==> config.mk <==
export PLATFORM = sky130hd
export DESIGN_NAME = ttt_game_ctrl
export DESIGN_NICKNAME = d
export VERILOG_FILES = /design/src/rtl/ttt_game_ctrl.sv
export SDC_FILE = /design/constraint.sdc
export NUM_CORES = 1
export LEC_CHECK = 0
export BUFFER_PORTS_ARGS = -buffer_cell sky130_fd_sc_hd__buf_2
export CORE_ASPECT_RATIO = 0.8
export CORE_MARGIN = 10
export CORE_UTILIZATION = 64
export CTS_CLUSTER_DIAMETER = 30
export DETAILED_ROUTE_END_ITERATION = 10
export GPL_TIMING_DRIVEN = 0
export PLACE_DENSITY_LB_ADDON = 0.08
export SLEW_MARGIN = 30
export SYNTH_ARGS = -nofsm -noshare
export SYNTH_HDL_FRONTEND = slang
export SYNTH_SLANG_ARGS = --single-unit
export TNS_END_PERCENT = 100
==> constraint.sdc <==
create_clock -name clk -period 4.4 [get_ports clk]
set_input_delay 0.22 -clock clk [delete_from_list [all_inputs] [get_ports clk]]
set_output_delay 0.22 -clock clk [all_outputs]
set_load 0.03 [all_outputs]
==> src/rtl/ttt_game_ctrl.sv <==
// rtl/ttt_game_ctrl.sv - tic-tac-toe engine: key debounce, move placement, win/draw detection
// Optional TTT_WIN_LINE_EN adds the win_line output flagging every completed line.
module ttt_game_ctrl #(
    parameter int DEBOUNCE_CYCLES = 250000
) (
    input  logic        clk,
    input  logic        rst,
    input  logic [8:0]  key,
    input  logic        new_game,
    output logic [17:0] board,
    output logic        turn,
    output logic [1:0]  winner,
    output logic        draw,
    output logic        game_over,
    output logic        move_accepted,
    output logic        move_rejected
`ifdef TTT_WIN_LINE_EN
    ,
    output logic [7:0]  win_line
`endif
);

    localparam int CNT_W = $clog2(DEBOUNCE_CYCLES);
    localparam logic [CNT_W-1:0] CNT_LAST = CNT_W'(DEBOUNCE_CYCLES - 1);

    typedef enum logic [1:0] {PLAY, CHECK, OVER} state_t;

    state_t           state;
    logic [8:0]       sync1, sync2, cand, deb, deb_prev;
    logic [CNT_W-1:0] cnt;
    logic [3:0]       move_cnt;
    logic [3:0]       sel_idx;
    logic             one_hot, sel_empty, press_evt;
    logic [7:0]       line_x, line_o;

    // Bit order: row0,row1,row2,col0,col1,col2,diag(0,4,8),diag(2,4,6).
    function automatic logic [7:0] lines_of(input logic [17:0] b, input logic [1:0] p);
        logic [8:0] m;
        for (int k = 0; k < 9; k++) m[k] = (b[2*k +: 2] == p);
        return {m[2] & m[4] & m[6], m[0] & m[4] & m[8],
                m[2] & m[5] & m[8], m[1] & m[4] & m[7], m[0] & m[3] & m[6],
                m[6] & m[7] & m[8], m[3] & m[4] & m[5], m[0] & m[1] & m[2]};
    endfunction

    always_ff @(posedge clk or posedge rst) begin
        if (rst) begin
            sync1    <= '0;
            sync2    <= '0;
            cand     <= '0;
            cnt      <= '0;
            deb      <= '0;
            deb_prev <= '0;
        end else begin
            sync1    <= key;
            sync2    <= sync1;
            deb_prev <= deb;
            if (sync2 != cand) begin
                cand <= sync2;
                cnt  <= '0;
            end else if (cnt == CNT_LAST) begin
                deb <= cand;
            end else begin
                cnt <= cnt + 1'b1;
            end
        end
    end

    // Only the 0 -> nonzero edge counts, so rollover to another key is ignored.
    assign press_evt = (deb_prev == 9'd0) && (deb != 9'd0);
    assign one_hot   = (deb != 9'd0) && ((deb & (deb - 9'd1)) == 9'd0);

    always_comb begin
        sel_idx = '0;
        for (int k = 0; k < 9; k++) begin
            if (deb[k]) sel_idx = 4'(k);
        end
    end

    assign sel_empty = (board[{sel_idx, 1'b0} +: 2] == 2'd0);
    assign line_x    = lines_of(board, 2'd1);
    assign line_o    = lines_of(board, 2'd2);

    always_ff @(posedge clk or posedge rst) begin
        if (rst) begin
            state         <= PLAY;
            board         <= '0;
            turn          <= 1'b0;
            winner        <= 2'd0;
            draw          <= 1'b0;
            game_over     <= 1'b0;
            move_cnt      <= '0;
            move_accepted <= 1'b0;
            move_rejected <= 1'b0;
        end else begin
            move_accepted <= 1'b0;
            move_rejected <= 1'b0;
            if (new_game) begin
                state     <= PLAY;
                board     <= '0;
                turn      <= 1'b0;
                winner    <= 2'd0;
                draw      <= 1'b0;
                game_over <= 1'b0;
                move_cnt  <= '0;
            end else begin
                case (state)
                    PLAY: begin
                        if (press_evt) begin
                            if (one_hot && sel_empty) begin
                                board[{sel_idx, 1'b0} +: 2] <= {turn, ~turn};
                                move_cnt      <= move_cnt + 4'd1;
                                move_accepted <= 1'b1;
                                state         <= CHECK;
                            end else begin
                                move_rejected <= 1'b1;
                            end
                        end
                    end
                    CHECK: begin
                        // Win is tested before the full-board draw.
                        if (|line_x) begin
                            winner    <= 2'd1;
                            game_over <= 1'b1;
                            state     <= OVER;
                        end else if (|line_o) begin
                            winner    <= 2'd2;
                            game_over <= 1'b1;
                            state     <= OVER;
                        end else if (move_cnt == 4'd9) begin
                            draw      <= 1'b1;
                            game_over <= 1'b1;
                            state     <= OVER;
                        end else begin
                            turn  <= ~turn;
                            state <= PLAY;
                        end
                    end
                    default: state <= OVER;
                endcase
            end
        end
    end

`ifdef TTT_WIN_LINE_EN
    always_ff @(posedge clk or posedge rst) begin
        if (rst) begin
            win_line <= '0;
        end else if (new_game) begin
            win_line <= '0;
        end else if (state == CHECK && (|line_x || |line_o)) begin
            win_line <= (|line_x) ? line_x : line_o;
        end
    end
`else
    // No completed-line register in this build.
`endif

endmodule
Word-level counts from Yosys, hierarchy flattened
Cells that the tools add are included.

Register bits after elaboration: 94. Output and inout port bits: 25. Word-level logic and storage cells: 161. Input bits: 12.

Shifts and indexed selects: 3. Reductions and logical operators: 24. Bitwise logic cells: 35. Add/subtract/negate cells: 4. Mux-type cells: 52. Equality and inequality tests: 28.

Operators by type and width (count): two-way mux 18 bit (6); two-way mux 4 bit (11); bitwise AND 1 bit (32); two-way mux 1 bit (23); equality test 2 x 1 -> 1 bit, second input constant (10); two-way mux 2 bit (10); adder 18 x 1 -> 18 bit, second input constant (1); bitwise mux 18 bit (1); equality test 18 bit, second input constant (1); equality test 2 bit, second input constant (9); logical NOT 9 bit (2); variable shift 2 x 7 -> 18 bit, first input constant (1); variable part select 18 x 6 -> 2 bit (1); variable part select 2 x 7 -> 18 bit (1); OR reduction 8 bit (2); nonzero test 2 bit (5); bitwise AND 9 bit (1); != test 9 bit (1); nonzero test 9 bit (1); subtractor 9 x 1 -> 9 bit, second input constant (1); != test 2 bit, second input constant (4); AND reduction 2 bit (4); AND reduction 4 bit (2); negator 5 -> 7 bit (1); other kinds (10) (15).

Longest topological paths before layout
Depth after elaboration: 15. Depth in mapped cells: 11. Gate-level depth less buffers: 8.

Least setup slack after synthesis
OpenSTA, ideal clock, no wires.

Path type: register to register. From: reg deb[2]. To: reg board[12]. Library setup time: 77 ps. Path buffers: 0. Path slack: 1969 ps. Arrival time: 2354 ps. Clock period less this slack: 2431 ps. Stages on the path, launching flop included: 9. Data required time: 4323 ps. Cells stage by stage: dfrtp_1 -> nor2_1 -> o31a_1 -> or2_2 -> ha_1 -> nor4b_1 -> nand2_1 -> or3_1 -> a21oi_1.

Word-level cells in the longest chain between the ends: 14. Elaborated cells on any way between the ends: 27. Classes of those cells: 2 x add/sub; 3 x shift; 12 x mux; 1 x bitwise; 9 x reduce/logical.

Ends and longest elaborated chain: start, declared (line 29) `logic [8:0] sync1, sync2, cand, deb, deb_prev;`; start signal, assigned (line 61) `deb <= cand;`; two-way mux 4 bit (7 in series) (line 75) `if (deb[k]) sel_idx = 4'(k);`; negator 5 -> 7 bit (line 110) `board[{sel_idx, 1'b0} +: 2] <= {turn, ~turn};`; variable part select 2 x 7 -> 18 bit or variable shift 2 x 7 -> 18 bit (tied branches) (line 110); bitwise mux 18 bit (line 110); two-way mux 18 bit (line 109) `if (one_hot && sel_empty) begin`; two-way mux 18 bit (line 108) `if (press_evt) begin`; two-way mux 18 bit (line 106) `case (state)`; two-way mux 18 bit (line 97) `if (new_game) begin`; end signal, assigned by index (line 110); end, declared (line 10) `output logic [17:0] board,`.

Several ways; a longest one is shown, not always the timed one. The select of a mux whose other input is x is not followed. A chain may end at the register's enable or synchronous reset.

Worst setup path after layout
From: reg deb[3]. To: reg board[13].

Word-level cells in the longest chain between the ends: 13. Elaborated cells on any way between the ends: 26. Classes of those cells: 2 x add/sub; 3 x shift; 11 x mux; 1 x bitwise; 9 x reduce/logical.

Ends and longest elaborated chain (line): two-way mux 4 bit (6 in series) (75); negator 5 -> 7 bit (110); variable part select 2 x 7 -> 18 bit or variable shift 2 x 7 -> 18 bit (tied branches) (110); bitwise mux 18 bit (110); two-way mux 18 bit (109); two-way mux 18 bit (108); two-way mux 18 bit (106); two-way mux 18 bit (97).

Several ways; a longest one is shown, not always the timed one. The select of a mux whose other input is x is not followed.

==> out/metrics.csv <==
metric;value;unit
die_w;113;µm
clock.fmax;343;MHz
status;finished, final reports clean;
layout_common_cells;dfrtp_1 (94), nor2_1 (41), buf_2 (38);
hpwl;6640;µm
avgSynthCellArea;11.0;µm²
setup_viol;0;
cts_buffers;9;
path_max_fanout;8;
dr.pass1.iters;4;
clockBufferDepth;2;
rsz0062_at_grt;no;
ys_types;48;
worst_slack;1.49;ns
synth_cells;403;
synth_nets;421;
start_kind;flip-flop;
die-area;10700;µm²
final_common_cell;dfrtp_1;
grt_pass1_vias;3290;
post-route-period-util;66.2;%
crit_slowest_cell;dfrtp_1;
nets;479;
place_ws;1.61;ns
path_class;flip-flop to flip-flop;
fin_setup_tns;0;ns
cts_root_buf;clkbuf_8;
min_path_type;input port to flip-flop;
syn_area;4430;µm²
routed_wl;9350;µm
core;6790;µm²
clock_sinks;94;
grt_max_degree;66;
antenna_found_initial;0;
drt-initial-drc-count;256;
syn2layout_area_growth;14.1;%
viasPerCell;5.99;
worstPathCellList;nor2_1, o31a_1, or2_2, ha_1, nor4b_1, nand2_1, or3_1, a21oi_1;
p_leak;2.30;nW
track_usage;18.0;%
worst_path_largest_cell_delay;0.50;ns
worst_slew_pin_slew;0.949;ns
grt-ovfl-total;0;
seq_area;2350;µm²
worst_setup_path_end_kind;flip-flop;
synth-seq-area-share;53.1;%
ctsResizeCount;0;
path_clk_slew;0.10;ns
portBuffers;36;
initial_core_util;65.2;%
num_antenna_cells;0;
powerDensity;300;nW/µm²
n_fill_cell;481;
drc;0;
ant_nets;0;
htree_levels;3;
critPathRequiredTime;4.68;ns
finalHoldViolations;0;
multiInputGateArea;1930;µm²
io-pin-count;37;
cts_tree;yes;
wl_per_cell;16.9;µm
async_reset_ff_share;100;%
slew-limit-headroom;36.2;%
min_path_cells;3;
synth_ff_type;dfrtp_1;
synth_edf_count;0;
ir_drop;0.249;mV
slew_violations;0;
rows;27;
grt_pass1_wl;15700;µm
rr_worst_depth;8;
yosys_warnings;0;
postCtsSetupBuffers;0;
drive_gt1_share;18.7;%
die_h;94.4;µm
dp_cells;527;
period_minus_slack;2.91;ns
arrival;3.20;ns
stdcell_count;553;
place_congestion;0.876;
finClkSkew;0.00843;ns
clkLatencyLatePin;0.36;ns
num_vias;3313;
ys_seq_elements;94;
cap_violations;0;
[final timing paths]
check,start,endpoint,slack (ns)
setup / recovery,deb[3],board[13],1.49
hold / removal,new_game,board[2],0.21
setup reg to reg,deb[3],board[13],1.49
hold reg to reg,sync1[4],sync2[4],0.35
max in group asynchronous,rst,cand[4],3.45
min in group asynchronous,rst,cnt[10],0.36
[timing repair]
item / CTS / global route
endpoints found under the hold margin: 38 / 0
hold buffers: 10 / 0
setup endpoints to repair: 0 / 0
[layout make-up]
cell class | instances | area share [%]
Inverter | 8 | 0.693
Timing Repair Buffer | 47 | 6.09
Tap cell | 87 | 2.15
Clock inverter | 7 | 1.54
Sequential cell | 94 | 46.5
Clock buffer | 9 | 2.45
Multi-Input combinational cell | 280 | 38.3
Buffer | 21 | 2.28
[per-layer routing]
| metal | GRT usage, % | wire length [µm] | share of wire, % |
|---|---|---|---|
| met1 | 25.3 | 4250 | 45 |
| met2 | 27.3 | 4450 | 48 |
| met3 | 3.55 | 561 | 6.0 |
| met4 | 6.22 | 96 | 1.0 |
| met5 | 0 | 0 | 0 |
[cells by family (layout without fill, tap and decap cells)]
| group | Yosys count | after routing | synth area share (%) |
|---|---|---|---|
| adder cells (fa/ha/maj) | 6 | 6 | 1.69 |
| XOR/XNOR | 23 | 23 | 4.55 |
| AND/OR/NAND/NOR | 174 | 174 | 24.1 |
| flip-flops | 94 | 94 | 53.1 |
| AO/OA/AOI/OAI | 54 | 54 | 7.82 |
| buffers and inverters | 29 | 92 | 3.28 |
| multiplexers | 23 | 23 | 5.48 |
[registers in the layout (all words and copies together), names as in the netlist, 4 cells and up]
register	cells
deb_prev	9
cand	9
cnt	18
move_cnt	4
sync1	9
deb	9
board	18
sync2	9
[stage by stage]
step / instance area, µm² / power (W) / util, % / hold WS, ns
after floorplan: 4430 / 0.000925 / - / 0.251
after global placement: 4720 / 0.000938 / 69.5 / 0.328
after detailed placement: 4750 / 0.000944 / 70.0 / 0.206
after CTS: 5050 / 0.00153 / 74.4 / 0.200
after global routing: 5050 / 0.00156 / 74.4 / 0.232
final: 5050 / 0.00152 / 74.4 / 0.209
[critical path, delay by kind of cell, from the launching register on]
family	cells	cell delay, ns
flops	1	0.50
fa+ha+maj	1	0.44
compound gates	2	0.44
simple gates	5	1.45
[cells in the mapped netlist, drive strengths merged (4+ instances only)]
| library cell | count | area, µm² |
|---|---|---|
| nand2b | 12 | 75.1 |
| a21oi | 18 | 93.8 |
| xnor2 | 8 | 70.1 |
| clkbuf | 14 | 52.6 |
| nand2 | 11 | 41.3 |
| nor4 | 11 | 83.8 |
| or4 | 5 | 41.3 |
| o21ai | 15 | 75.1 |
| or3 | 10 | 62.6 |
| xor2 | 15 | 131 |
| and3 | 5 | 32.5 |
| nor2 | 41 | 154 |
| or2 | 5 | 31.3 |
| nor3 | 10 | 61.3 |
| dfrtp | 94 | 2350 |
| nand3 | 16 | 90.1 |
| ha | 6 | 75.1 |
| inv | 8 | 30.0 |
| mux2 | 10 | 113 |
| nor2b | 11 | 68.8 |
| o31a | 4 | 35.0 |
| nand4 | 11 | 87.6 |
| nor4bb | 17 | 170 |
| mux2i | 13 | 130 |
| buf | 7 | 62.6 |
[power by group]
part | internal, W | switching, W | total, W
clock network | 0.000271 | 0.000315 | 0.000586
registers | 0.000876 | 0.00000661 | 0.000882
logic | 0.0000209 | 0.0000280 | 0.0000488
No activity file was read; power rests on OpenSTA's default activity.
